## config.mk

```make
export PLATFORM = sky130hd
export DESIGN_NAME = buzzer_tone_driver
export DESIGN_NICKNAME = d
export VERILOG_FILES = /design/src/rtl/buzzer_tone_driver.sv
export SDC_FILE = /design/constraint.sdc
export NUM_CORES = 1
export LEC_CHECK = 0
export BUFFER_PORTS_ARGS = -buffer_cell sky130_fd_sc_hd__clkbuf_2
export CAP_MARGIN = 30
export CORE_ASPECT_RATIO = 0.8
export CORE_MARGIN = 1.5
export CORE_UTILIZATION = 50
export DETAILED_ROUTE_END_ITERATION = 10
export GPL_ROUTABILITY_DRIVEN = 0
export PLACE_DENSITY = 0.8
export SYNTH_ARGS = -nofsm -noshare
export SYNTH_HDL_FRONTEND = slang
export SYNTH_SLANG_ARGS = --single-unit
```

## constraint.sdc

```tcl
create_clock -name clk -period 3.57 [get_ports clk]
set_clock_uncertainty 0.05 [all_clocks]
set_input_delay 0.714 -clock clk [delete_from_list [all_inputs] [get_ports clk]]
set_output_delay 0.714 -clock clk [all_outputs]
set_load 0.005 [all_outputs]
```

## src/rtl/buzzer_tone_driver.sv

```systemverilog
// buzzer_tone_driver: turns the highest-priority zone request into a zone-pitched square wave.
//
// Optional feature macro: BUZZ_CADENCE_EN. When it is defined, the tone is chopped into
// ON_CYCLES-long audible bursts separated by OFF_CYCLES of silence (GAP state).
//
// Ports:
//   clk         - clock
//   rst_n       - synchronous active-low reset, has priority over ena
//   ena         - clock enable; when low all state and outputs hold
//   buzz_req    - level requests, bit k-1 requests zone k (3 > 2 > 1)
//   tone_out    - registered square wave for the buzzer pin
//   tone_active - high while not IDLE
//   zone        - active zone 1..3, 0 when IDLE
//   alarm_count - saturating count of IDLE->TONE entries
module buzzer_tone_driver #(
    parameter int unsigned HALF1      = 12,
    parameter int unsigned HALF2      = 8,
    parameter int unsigned HALF3      = 5,
    parameter int unsigned ON_CYCLES  = 48,
    parameter int unsigned OFF_CYCLES = 16
) (
    input  logic       clk,
    input  logic       rst_n,
    input  logic       ena,
    input  logic [2:0] buzz_req,
    output logic       tone_out,
    output logic       tone_active,
    output logic [1:0] zone,
    output logic [7:0] alarm_count
);
    localparam logic [1:0] S_IDLE = 2'd0;
    localparam logic [1:0] S_TONE = 2'd1;
    localparam logic [7:0] H1_M1  = 8'(HALF1 - 1);
    localparam logic [7:0] H2_M1  = 8'(HALF2 - 1);
    localparam logic [7:0] H3_M1  = 8'(HALF3 - 1);
`ifdef BUZZ_CADENCE_EN
    localparam logic [1:0] S_GAP  = 2'd2;
    localparam logic [7:0] ON_M1  = 8'(ON_CYCLES - 1);
    localparam logic [7:0] OFF_M1 = 8'(OFF_CYCLES - 1);
    logic [7:0] cad_q, cad_d;
`endif
    logic [1:0] state_q, state_d;
    logic [1:0] zone_q, zone_d;
    logic       tone_q, tone_d;
    logic [7:0] div_q, div_d;
    logic [7:0] cnt_q, cnt_d;
    logic [1:0] sel;
    logic [7:0] half_m1;

    assign sel = buzz_req[2] ? 2'd3 : buzz_req[1] ? 2'd2 : buzz_req[0] ? 2'd1 : 2'd0;
    assign half_m1 = (zone_q == 2'd1) ? H1_M1 : (zone_q == 2'd2) ? H2_M1 : H3_M1;

    // zone_q is 0 in IDLE, so "sel differs from zone" covers both entry and zone change.
    always_comb begin
        state_d = state_q;
        zone_d  = zone_q;
        tone_d  = tone_q;
        div_d   = div_q;
        cnt_d   = cnt_q;
`ifdef BUZZ_CADENCE_EN
        cad_d   = cad_q;
`endif
        if (sel == 2'd0) begin
            state_d = S_IDLE;
            tone_d  = 1'b0;
            zone_d  = 2'd0;
        end else if (sel != zone_q) begin
            state_d = S_TONE;
            zone_d  = sel;
            tone_d  = 1'b1;
            div_d   = 8'd0;
`ifdef BUZZ_CADENCE_EN
            cad_d   = 8'd0;
`endif
            if (state_q == S_IDLE && cnt_q != 8'hFF)
                cnt_d = cnt_q + 8'd1;
        end else if (state_q == S_TONE) begin
`ifdef BUZZ_CADENCE_EN
            cad_d = cad_q + 8'd1;
            if (cad_q == ON_M1) begin
                state_d = S_GAP;
                tone_d  = 1'b0;
                cad_d   = 8'd0;
            end else
`endif
            if (div_q == half_m1) begin
                tone_d = ~tone_q;
                div_d  = 8'd0;
            end else begin
                div_d  = div_q + 8'd1;
            end
        end
`ifdef BUZZ_CADENCE_EN
        else begin
            cad_d = cad_q + 8'd1;
            if (cad_q == OFF_M1) begin
                state_d = S_TONE;
                tone_d  = 1'b1;
                div_d   = 8'd0;
                cad_d   = 8'd0;
            end
        end
`endif
    end

    always_ff @(posedge clk) begin
        if (!rst_n) begin
            state_q <= S_IDLE;
            zone_q  <= 2'd0;
            tone_q  <= 1'b0;
            div_q   <= 8'd0;
            cnt_q   <= 8'd0;
`ifdef BUZZ_CADENCE_EN
            cad_q   <= 8'd0;
`endif
        end else if (ena) begin
            state_q <= state_d;
            zone_q  <= zone_d;
            tone_q  <= tone_d;
            div_q   <= div_d;
            cnt_q   <= cnt_d;
`ifdef BUZZ_CADENCE_EN
            cad_q   <= cad_d;
`endif
        end
    end

    assign tone_out    = tone_q;
    assign tone_active = (state_q != S_IDLE);
    assign zone        = zone_q;
    assign alarm_count = cnt_q;
endmodule
```

# Word-level counts from Yosys, hierarchy flattened
# Index checks and enable logic that the tools add are counted.
[op_classes] n_addsub=2 n_eq_ne=6 muxes=16 bitwise=2 n_reduce_logical=12
[ops] op="$mux W8" n=3
[ops] op="$add A8 B1 Y8 const B" n=2
[ops] op="$mux W2" n=7
[ops] op="$eq A8 B4 Y1" n=1
[ops] op="$ne A8 B8 Y1 const B" n=1
[ops] op="$reduce_and A3 Y1" n=2
[ops] op="$reduce_bool A2 Y1" n=3
[ops] op="$reduce_bool A3 Y1" n=2
[ops] op="$mux W1" n=5
[ops] op="$eq A2 B1 Y1 const B" n=2
[ops] op="$logic_not A2 Y1" n=2
[ops] op="$mux W4" n=1
[ops] op="$reduce_and A4 Y1" n=1
[ops] op="$eq A2 B2 Y1 const B" n=1
[ops] op="$ne A2 B2 Y1" n=1
[ops] op="$not A1 Y1" n=2
[ops] op="$reduce_and A2 Y1" n=1
[ops] op="$logic_and A1 B1 Y1" n=1
[word_totals] register_bits=21 out_inout_bits=12 word_cells=43

# Depth between registers and ports, before layout
# Gate-level depths: netlist (run 1).
[depth] depth_word=8 ltp_mapped=7 mapped_depth_nobuf=7

# Least setup slack after synthesis (run 1)
# OpenSTA, ideal clock, no wires.
[synth_path] path_kind="input port to flip-flop" startpoint="input buzz_req[2]" endpoint="register div_q[0]" setup_ps=122 arrival_ps=1955 slack_ps=1443 cell_stages=6 cell_sequence="buf_2 -> or3b_1 -> a211oi_4 -> or2_1 -> xor2_1 -> nor2_1"
[synth_between] elab_chain_cells=4 elab_cells_between_ends=7 classes_between="eq/ne: 1; mux: 2; bitwise: 1; reduce/logical: 3"
[synth_rtl] element="start: declaration" line_no="25" text="input logic [2:0] buzz_req,"
[synth_rtl] element="$mux W2 *" line_no="50" text="assign sel = buzz_req[2] ? 2'd3 : buzz_req[1] ? 2'd2 : buzz_req[0] ? 2'd1 : 2'd0;"
[synth_rtl] element="$ne A2 B2 Y1 / $logic_not A2 Y1 (equally long branches)" line_no="67, 63"
[synth_rtl] element="$reduce_bool A2 Y1 (no line) / $not A1 Y1 (equally long branches)"
[synth_rtl] element="$reduce_and A3 Y1 (no line)"
[synth_rtl] element="end signal: assignment" line_no="120" text="div_q <= div_d;"
[synth_rtl] element="end: declaration" line_no="45" text="logic [7:0] div_q, div_d;"
# Every way passes the cells marked *; elsewhere a longest branch is shown, timed or not.
# A chain may end at the register's enable or synchronous reset.

# Worst setup path in the final report (run 1)
[layout_path] startpoint="register zone_q[1], in the netlist zone[1]" endpoint="register div_q[4]"
[layout_between] elab_chain_cells=7 elab_cells_between_ends=11 classes_between="eq/ne: 4; mux: 5; reduce/logical: 2"
[layout_rtl] element="start: declaration" line_no="43" text="logic [1:0] zone_q, zone_d;"
[layout_rtl] element="start signal: assignment" line_no="118" text="zone_q <= zone_d;"
[layout_rtl] element="$eq A2 B2 Y1" line_no="51" text="assign half_m1 = (zone_q == 2'd1) ? H1_M1 : (zone_q == 2'd2) ? H2_M1 : H3_M1;"
[layout_rtl] element="$mux W2" line_no="51"
[layout_rtl] element="$mux W4" line_no="51"
[layout_rtl] element="$eq A8 B4 Y1" line_no="86" text="if (div_q == half_m1) begin"
[layout_rtl] element="$mux W8" line_no="86"
[layout_rtl] element="$mux W8" line_no="77" text="end else if (state_q == S_TONE) begin"
[layout_rtl] element="$mux W8" line_no="67" text="end else if (sel != zone_q) begin"
# Parallel ways exist; a longest one is shown, timed or not. The select of a mux whose other input is x is not followed.

==> summary.md, run 1 <==
| Metric | Value |
|---|---|
| Finished Layout Cells | `174` |
| Post-synth cell types | `43` |
| Total grt overflow | `0` |
| Yosys top cell area share | `35.5%` |
| Placed Instances | `171` |
| Setup bufs post-CTS | `0` |
| Layout area overhead | `11.5%` |
| Vias | `1022` |
| Worst path max stage delay | `0.50 ns` |
| Vias per inst | `between 5 and 6` |
| GRT Overall Usage | `20.4%` |
| Initial antenna violation count | `0` |
| Internal | `294 µW` |
| Clk network pwr share | `26.3%` |
| Final core occ | `58.8%` |
| # resized after CTS | `0` |
| CTS tree | `yes` |
| Post-synth ARST share | `0%` |
| Clock Path Buffers | `2` |
| RSZ-0062 raised after global routing | `no` |
| CP max stage cell | `dfxtp_1` |
| P_sw | `roughly 110 µW` |
| Final setup fails | `0` |
| DRT iter0 DRCs | `41` |
| Logic pwr share | `14.1%` |
| CP Launch Type | `flop` |
| CP max FO | `8` |
| Net Count, Synth | `140` |
| Post-CTS Hold Buffers | `0` |
| Status | `complete, no violations` |
| Hold Crit Class | `flop to flop` |
| Final Hold Fails | `0` |
| Routed len/inst | `around 14 µm` |
| Die area | `2550 µm²` |
| Most frequent cell after synthesis | `dfxtp_1` |
| Leakage | `just under 0.0005 µW` |
| H-tree depth | `1` |
| Max_cap viols | `0` |
| Placement Rows | `15` |
| Switching part of the total power | `27.8%` |
| Mapped Area | `1130 µm²` |
| Power share of the sequential group | `~60%` |
| Setup Total Neg Slack | `0 ns` |
| Design Power | `about 400 µW` |
| Relative slew slack | `63.7%` |
| Final ANT Viol Nets | `0` |
| Vias in the first global route | `between 900 and 1000` |
| Fmax | `399 MHz` |
| Post-DP HPWL | `approximately 1700 µm` |
| Antenna diodes | `0` |
| Worst reg2reg endpoint | `div_q[4]` |
| Largest area contributor in the netlist | `dfxtp_1` |
| Most frequent cells after synthesis | `20 x dfxtp_1, 15 x nand2_1, 9 x xnor2_1, 8 x nand3_1, 8 x nor2_1` |
| Crit share post-route | `70.2%` |
| Final Max Tran Viols | `0` |
| Die Y | `45.5 µm` |
| Worst reg2reg path startpoint | `zone[1]` |
| Final net count | `160` |
| Cell chain of the critical path | `inv_1 -> ha_1 -> or3b_2 -> a221oi_2 -> nand3_1 -> nand3_1 -> nor2_1` |
| CTS buffer count | `3` |
| YS warnings | `0` |
| First-pass GRT wire length | `between 4000 and 5000 µm` |
| Crit end category | `flop` |
| Minimum clock period | `2.51 ns` |
| Worst vdd rail ir drop | `0.284 mV` |
| Remaining DRCs | `0` |
| Layout cells sized above 1 | `16.8%` |
| Hold_sp | `tone_out` |
| Crit path arrival time | `around 2.6 ns` |
| Hold worst-path end | `tone_out` |
| Most used cell, CP | `nand3_1` |
| FF-to-FF path depth | `7` |
| Core region area | `around 2100 µm²` |
| Number of flops mapped to enable cells by yosys | `0` |
| Tightest Pin Transition | `0.537 ns` |
| Fin Hold WS | `0.463 ns` |
| Register bit count reported by yosys | `20` |
| Total wire length | `2430 µm` |
| Critical path required time | `3.71 ns` |
| Hold path depth | `2` |
| Leading register cell type out of synthesis | `dfxtp_1` |
| Root buf cell | `clkbuf_4` |
| FF-to-FF setup slack | `between 1 and 1.5 ns` |
| Pwr Density | `323 nW/µm²` |
| Largest net degree at the start of global routing | `18` |
| IO Count | `18` |
| Die W | `between 50 and 60 µm` |
| Register area share after synthesis | `35.5%` |
| Drt pass-1 iters | `4` |
| Starting density of the core | `52.7%` |
| CTS sink cnt | `20` |
| Syn Inst Count | `131` |
| # port buffers | `17` |
| Syn avg cell area | `8.62 µm²` |
| Skew-Pair Late Insertion Delay | `approximately 0.3 ns` |
| Clock transition at path regs | `0.11 ns` |
| Synth top area cells | `dfxtp_1 35%, xnor2_1 7.0%, nand2_1 5.0%` |
| Critical path class | `flop to flop` |
[logic make-up after synthesis]
group / share of synthesized area [%]
AO/OA/AOI/OAI: 16.0
adder cells (fa/ha/maj): 3.33
AND/OR/NAND/NOR: 33.3
XOR/XNOR: 9.31
multiplexers: 0.887
buffers and inverters: 1.77
flip-flops: 35.5
[area by class of cell]
class | count | area (µm²)
inverter | 3 | 11.3
sequential | 20 | 400
tap | 25 | 31.3
timing repair buffer | 17 | 85.1
multi-input combinational | 106 | 708
clock buffer | 3 | 22.5
fill | 201 | 881
[placed cells by master (no fill, tap or decap), types with 2 or more instances in the layout]
master	n
nand3b_1	2
and3_1	2
nand3_1	8
a21boi_0	2
a21boi_1	2
and2_1	5
clkbuf_4	3
nand4_1	4
or3_1	3
dfxtp_1	20
nor4b_1	2
inv_1	3
o21ai_1	2
nor3_1	2
or3b_2	2
or4_1	2
o211a_1	2
nor2_1	8
o21ai_0	6
clkbuf_2	17
nor4_1	2
ha_1	3
xnor2_1	9
a21oi_1	3
nand2_1	15
xor2_1	3
[layer usage]
metal / up-vias / part of all wire [%] / GRT usage [%]
met4: 0 / 0 / 5.24
met2: 23 / 46 / 35.1
met1: 485 / 50 / 25.8
met5: - / 0 / 0
li1: 514 / - / -
met3: 0 / 3.6 / 5.97
[worst max-delay path by stage]
| stage | start | endpoint | slack [ns] | cells after the start |
|---|---|---|---|---|
| after floorplan | buzz_req[2] | div_q[0] | 1.44 | 6 |
| after global placement | zone[1] | div_q[3] | 1.24 | 7 |
| after detailed placement | zone[1] | div_q[5] | 1.15 | 7 |
| after CTS | zone[1] | div_q[4] | 1.08 | 7 |
| after global routing | zone[1] | div_q[3] | 0.96 | 7 |
| final | zone[1] | div_q[4] | 1.06 | 7 |
[flip-flops by register name, indices dropped and copies added, names as in the netlist]
signal and count:
state_q 1, div_q 8, tone_out 1, zone 2, alarm_count 8
[through the flow]
stage                     setup slack [ns]  area, µm²
after floorplan                       1.44       1130
after global placement                1.24       1240
after detailed placement              1.15       1240
after CTS                             1.08       1260
after global routing                 0.956       1260
final                                 1.06       1260
[power groups by stage]
stage               registers, µW  logic [µW]  clock network (µW)
global route                  244        64.1                 119
global placement              247        54.5                   0
CTS                           242        57.1                 109
detailed placement            247        56.4                   0
floorplan                     245        37.6                   0
finish                        243        57.4                 107
[worst max-delay path: cells and delay by family, from the launching register on]
kind,cells,cell delay (ns)
simple gates,4,0.96
buf+inv,1,0.18
compound gates,1,0.37
flops,1,0.50
fa+ha+maj,1,0.32
Note: power is estimated with default switching activity, not from simulation.
==> run 2, diff against run 1 <==
==> constraint.sdc (replaced) <==
create_clock -name clk -period 2.6 [get_ports clk]
set_clock_uncertainty 0.05 [all_clocks]
set_input_delay 0.52 -clock clk [delete_from_list [all_inputs] [get_ports clk]]
set_output_delay 0.52 -clock clk [all_outputs]
set_load 0.005 [all_outputs]
==> run 2 against run 1 <==
  * Clock power is 130% higher
  * Non-clock buffer count is the same
  * Sequential share of layout area shrank 0.74 points
  * Critical path type unchanged
  * Largest cell class unchanged
  * Highest routed layer is now met4
==> summary.md, run 2 (synthesized netlist as in run 1, its figures left out) <==
| Metric | Value |
|---|---|
| Max_cap viols | `0 (unchanged)` |
| Antenna diodes | `0 (unchanged)` |
| Layout cells sized above 1 | `17.3% (+0.55 points)` |
| CTS sink cnt | `20 (unchanged)` |
| Die area | `2550 µm² (unchanged)` |
| Minimum clock period | `2.38 ns (-0.125 ns)` |
| Setup crit end | `div_q[2]` |
| Storage element area | `400 µm² (unchanged)` |
| Vias | `1064 (+4.1%)` |
| DRT iter0 DRCs | `62 (+51%)` |
| Finished Layout Cells | `175 (+0.57%)` |
| Placed Instances | `171 (unchanged)` |
| Setup bufs post-CTS | `0 (unchanged)` |
| Final ANT Viol Nets | `0 (unchanged)` |
| CP Launch Type | `flop` |
| Final Hold Fails | `0 (unchanged)` |
| Die Y | `45.5 µm (unchanged)` |
| Initial antenna violation count | `0 (unchanged)` |
| Largest net degree at the start of global routing | `18 (unchanged)` |
| Worst path max stage delay | `0.47 ns (-0.03 ns)` |
| Crit share post-route | `91.6% (+21 points)` |
| IO Count | `18 (unchanged)` |
| Critical path class | `flop to flop` |
| Relative slew slack | `70.3% (+6.5 points)` |
| Final setup fails | `0 (unchanged)` |
| Buf+Inv Stages, Crit Path | `1 (unchanged)` |
| Clock Path Buffers | `2 (unchanged)` |
| Worst vdd rail ir drop | `0.430 mV (+52%)` |
| Fill cells | `200 (-0.50%)` |
| Setup WS pre-CTS | `0.250 ns (-0.895 ns)` |
| Total wire length | `2700 µm (+11%)` |
| RSZ-0062 raised after global routing | `no` |
| Vias in the first global route | `920 (+1.3%)` |
| Clock transition at path regs | `0.11 ns (about the same)` |
| CP Launch Point | `zone[1]` |
| Critical path required time | `2.75 ns (-0.96 ns)` |
| Total grt overflow | `0 (unchanged)` |
| Core region area | `2140 µm² (unchanged)` |
| Final setup margin | `0.219 ns (-0.845 ns)` |
| Placement Rows | `15 (unchanged)` |
| Commonest cells after routing, fill and taps aside | `20 x dfxtp_1, 17 x clkbuf_2, 15 x nand2_1` |
| CTS tree | `yes` |
| Starting density of the core | `52.7% (unchanged)` |
| Design Power | `665 µW (+63%)` |
| Worst reg2reg endpoint | `div_q[2]` |
| Worst reg2reg path startpoint | `zone[1]` |
| Drt pass-1 iters | `4 (unchanged)` |
| CP max stage cell | `dfxtp_1` |
| Post-DP HPWL | `1920 µm (+9.9%)` |
| Post-CTS Hold Buffers | `0 (unchanged)` |
| Root buf cell | `clkbuf_4` |
| Final Max Tran Viols | `0 (unchanged)` |
| Final net count | `160 (unchanged)` |
| Remaining DRCs | `0 (unchanged)` |
| WP depth | `7 (unchanged)` |
| Cell chain of the critical path | `inv_1 -> ha_1 -> or3b_2 -> a221oi_2 -> nand3_1 -> nand3_1 -> nor2_1` |
| Fmax | `420 MHz (+5.3%)` |
| FF-to-FF setup slack | `0.22 ns (-0.84 ns)` |
| CP max FO | `8 (unchanged)` |
| Leakage | `0.000497 µW (+2.9%)` |
| Pwr Density | `516 nW/µm² (+59%)` |
| Setup Total Neg Slack | `0 ns (unchanged)` |
| CTS buffer count | `3 (unchanged)` |
| First-pass GRT wire length | `4420 µm (+8.6%)` |
| GRT Overall Usage | `22.8% (+2.3 points)` |
| Commonest non-fill, non-tap cell in the layout | `dfxtp_1` |
| Crit path arrival time | `2.53 ns (-0.11 ns)` |
| Most used cell, CP | `nand3_1` |
| Hold Crit Class | `input pin to flop` |
| Routed len/inst | `15.4 µm (+10%)` |
| Post-DP Area | `1240 µm² (unchanged)` |
| Fin area | `1290 µm² (+2.4%)` |
| Dominant delay contributor by cell family on the critical path | `simple AND/OR/NAND/NOR gates` |
| # resized after CTS | `0 (unchanged)` |
| Layout area overhead | `14.2%` |
| Crit end category | `flop` |
| Status | `complete, no violations` |
| Die W | `56.1 µm (unchanged)` |
| FF-to-FF path depth | `7 (unchanged)` |
| # port buffers | `17 (unchanged)` |
| Area of the multi-input gates | `708 µm² (unchanged)` |
| Vias per inst | `6.08 (+3.5%)` |
| H-tree depth | `1 (unchanged)` |
| Skew-Pair Late Insertion Delay | `0.30 ns (about the same)` |
| Tightest Pin Transition | `0.442 ns (-0.0951 ns)` |
run 2: cell count changes in the layout (fill, tap and decap cells not counted):
cell and delta:
bufinv_16 +1
run 2: cell type report:
| class | count | share of cell area (%) |
|---|---|---|
| clock inverters | 1 | 2.33 |
| inverters | 3 | 0.874 |
| multi-input cells | 106 | 55.0 |
| flip-flops and latches | 20 | 31.1 |
| well taps | 25 | 2.43 |
| clock buffers | 3 | 1.75 |
| repair buffers | 17 | 6.60 |
run 2: how the worst min path moves through the flow:
stage,from,endpoint,slack (ns),depth (start not counted)
2_1_floorplan,tone_out,tone_out,0.42,2
3_3_place_gp,tone_out,tone_out,0.41,2
3_5_place_dp,tone_out,tone_out,0.44,2
4_1_cts,ena,zone[0],0.44,2
5_1_grt,ena,zone[0],0.46,2
6_report,ena,zone[0],0.45,2
run 2: through the flow:
stage | util [%] | hold WS (ns)
after detailed placement | 57.8 | 0.442
after global placement | 57.8 | 0.415
final | 60.2 | 0.453
after CTS | 60.2 | 0.441
after global routing | 60.2 | 0.464
after floorplan | - | 0.415
run 2: power breakdown:
group          switching, µW  leakage [µW]  internal, µW
logic                   46.6      0.000307          33.6
clock network           94.7     0.0000279           156
registers               17.3      0.000163           316
total                    159      0.000497           506
run 2: per-layer routing:
metal  global-route usage, %  vias to the layer above  wire length, µm
met5                       0                        -                0
met4                    5.71                        0               29
met3                    5.11                        4              152
met2                    36.9                       41             1230
met1                    31.4                      502             1280
li1                        -                      517                -
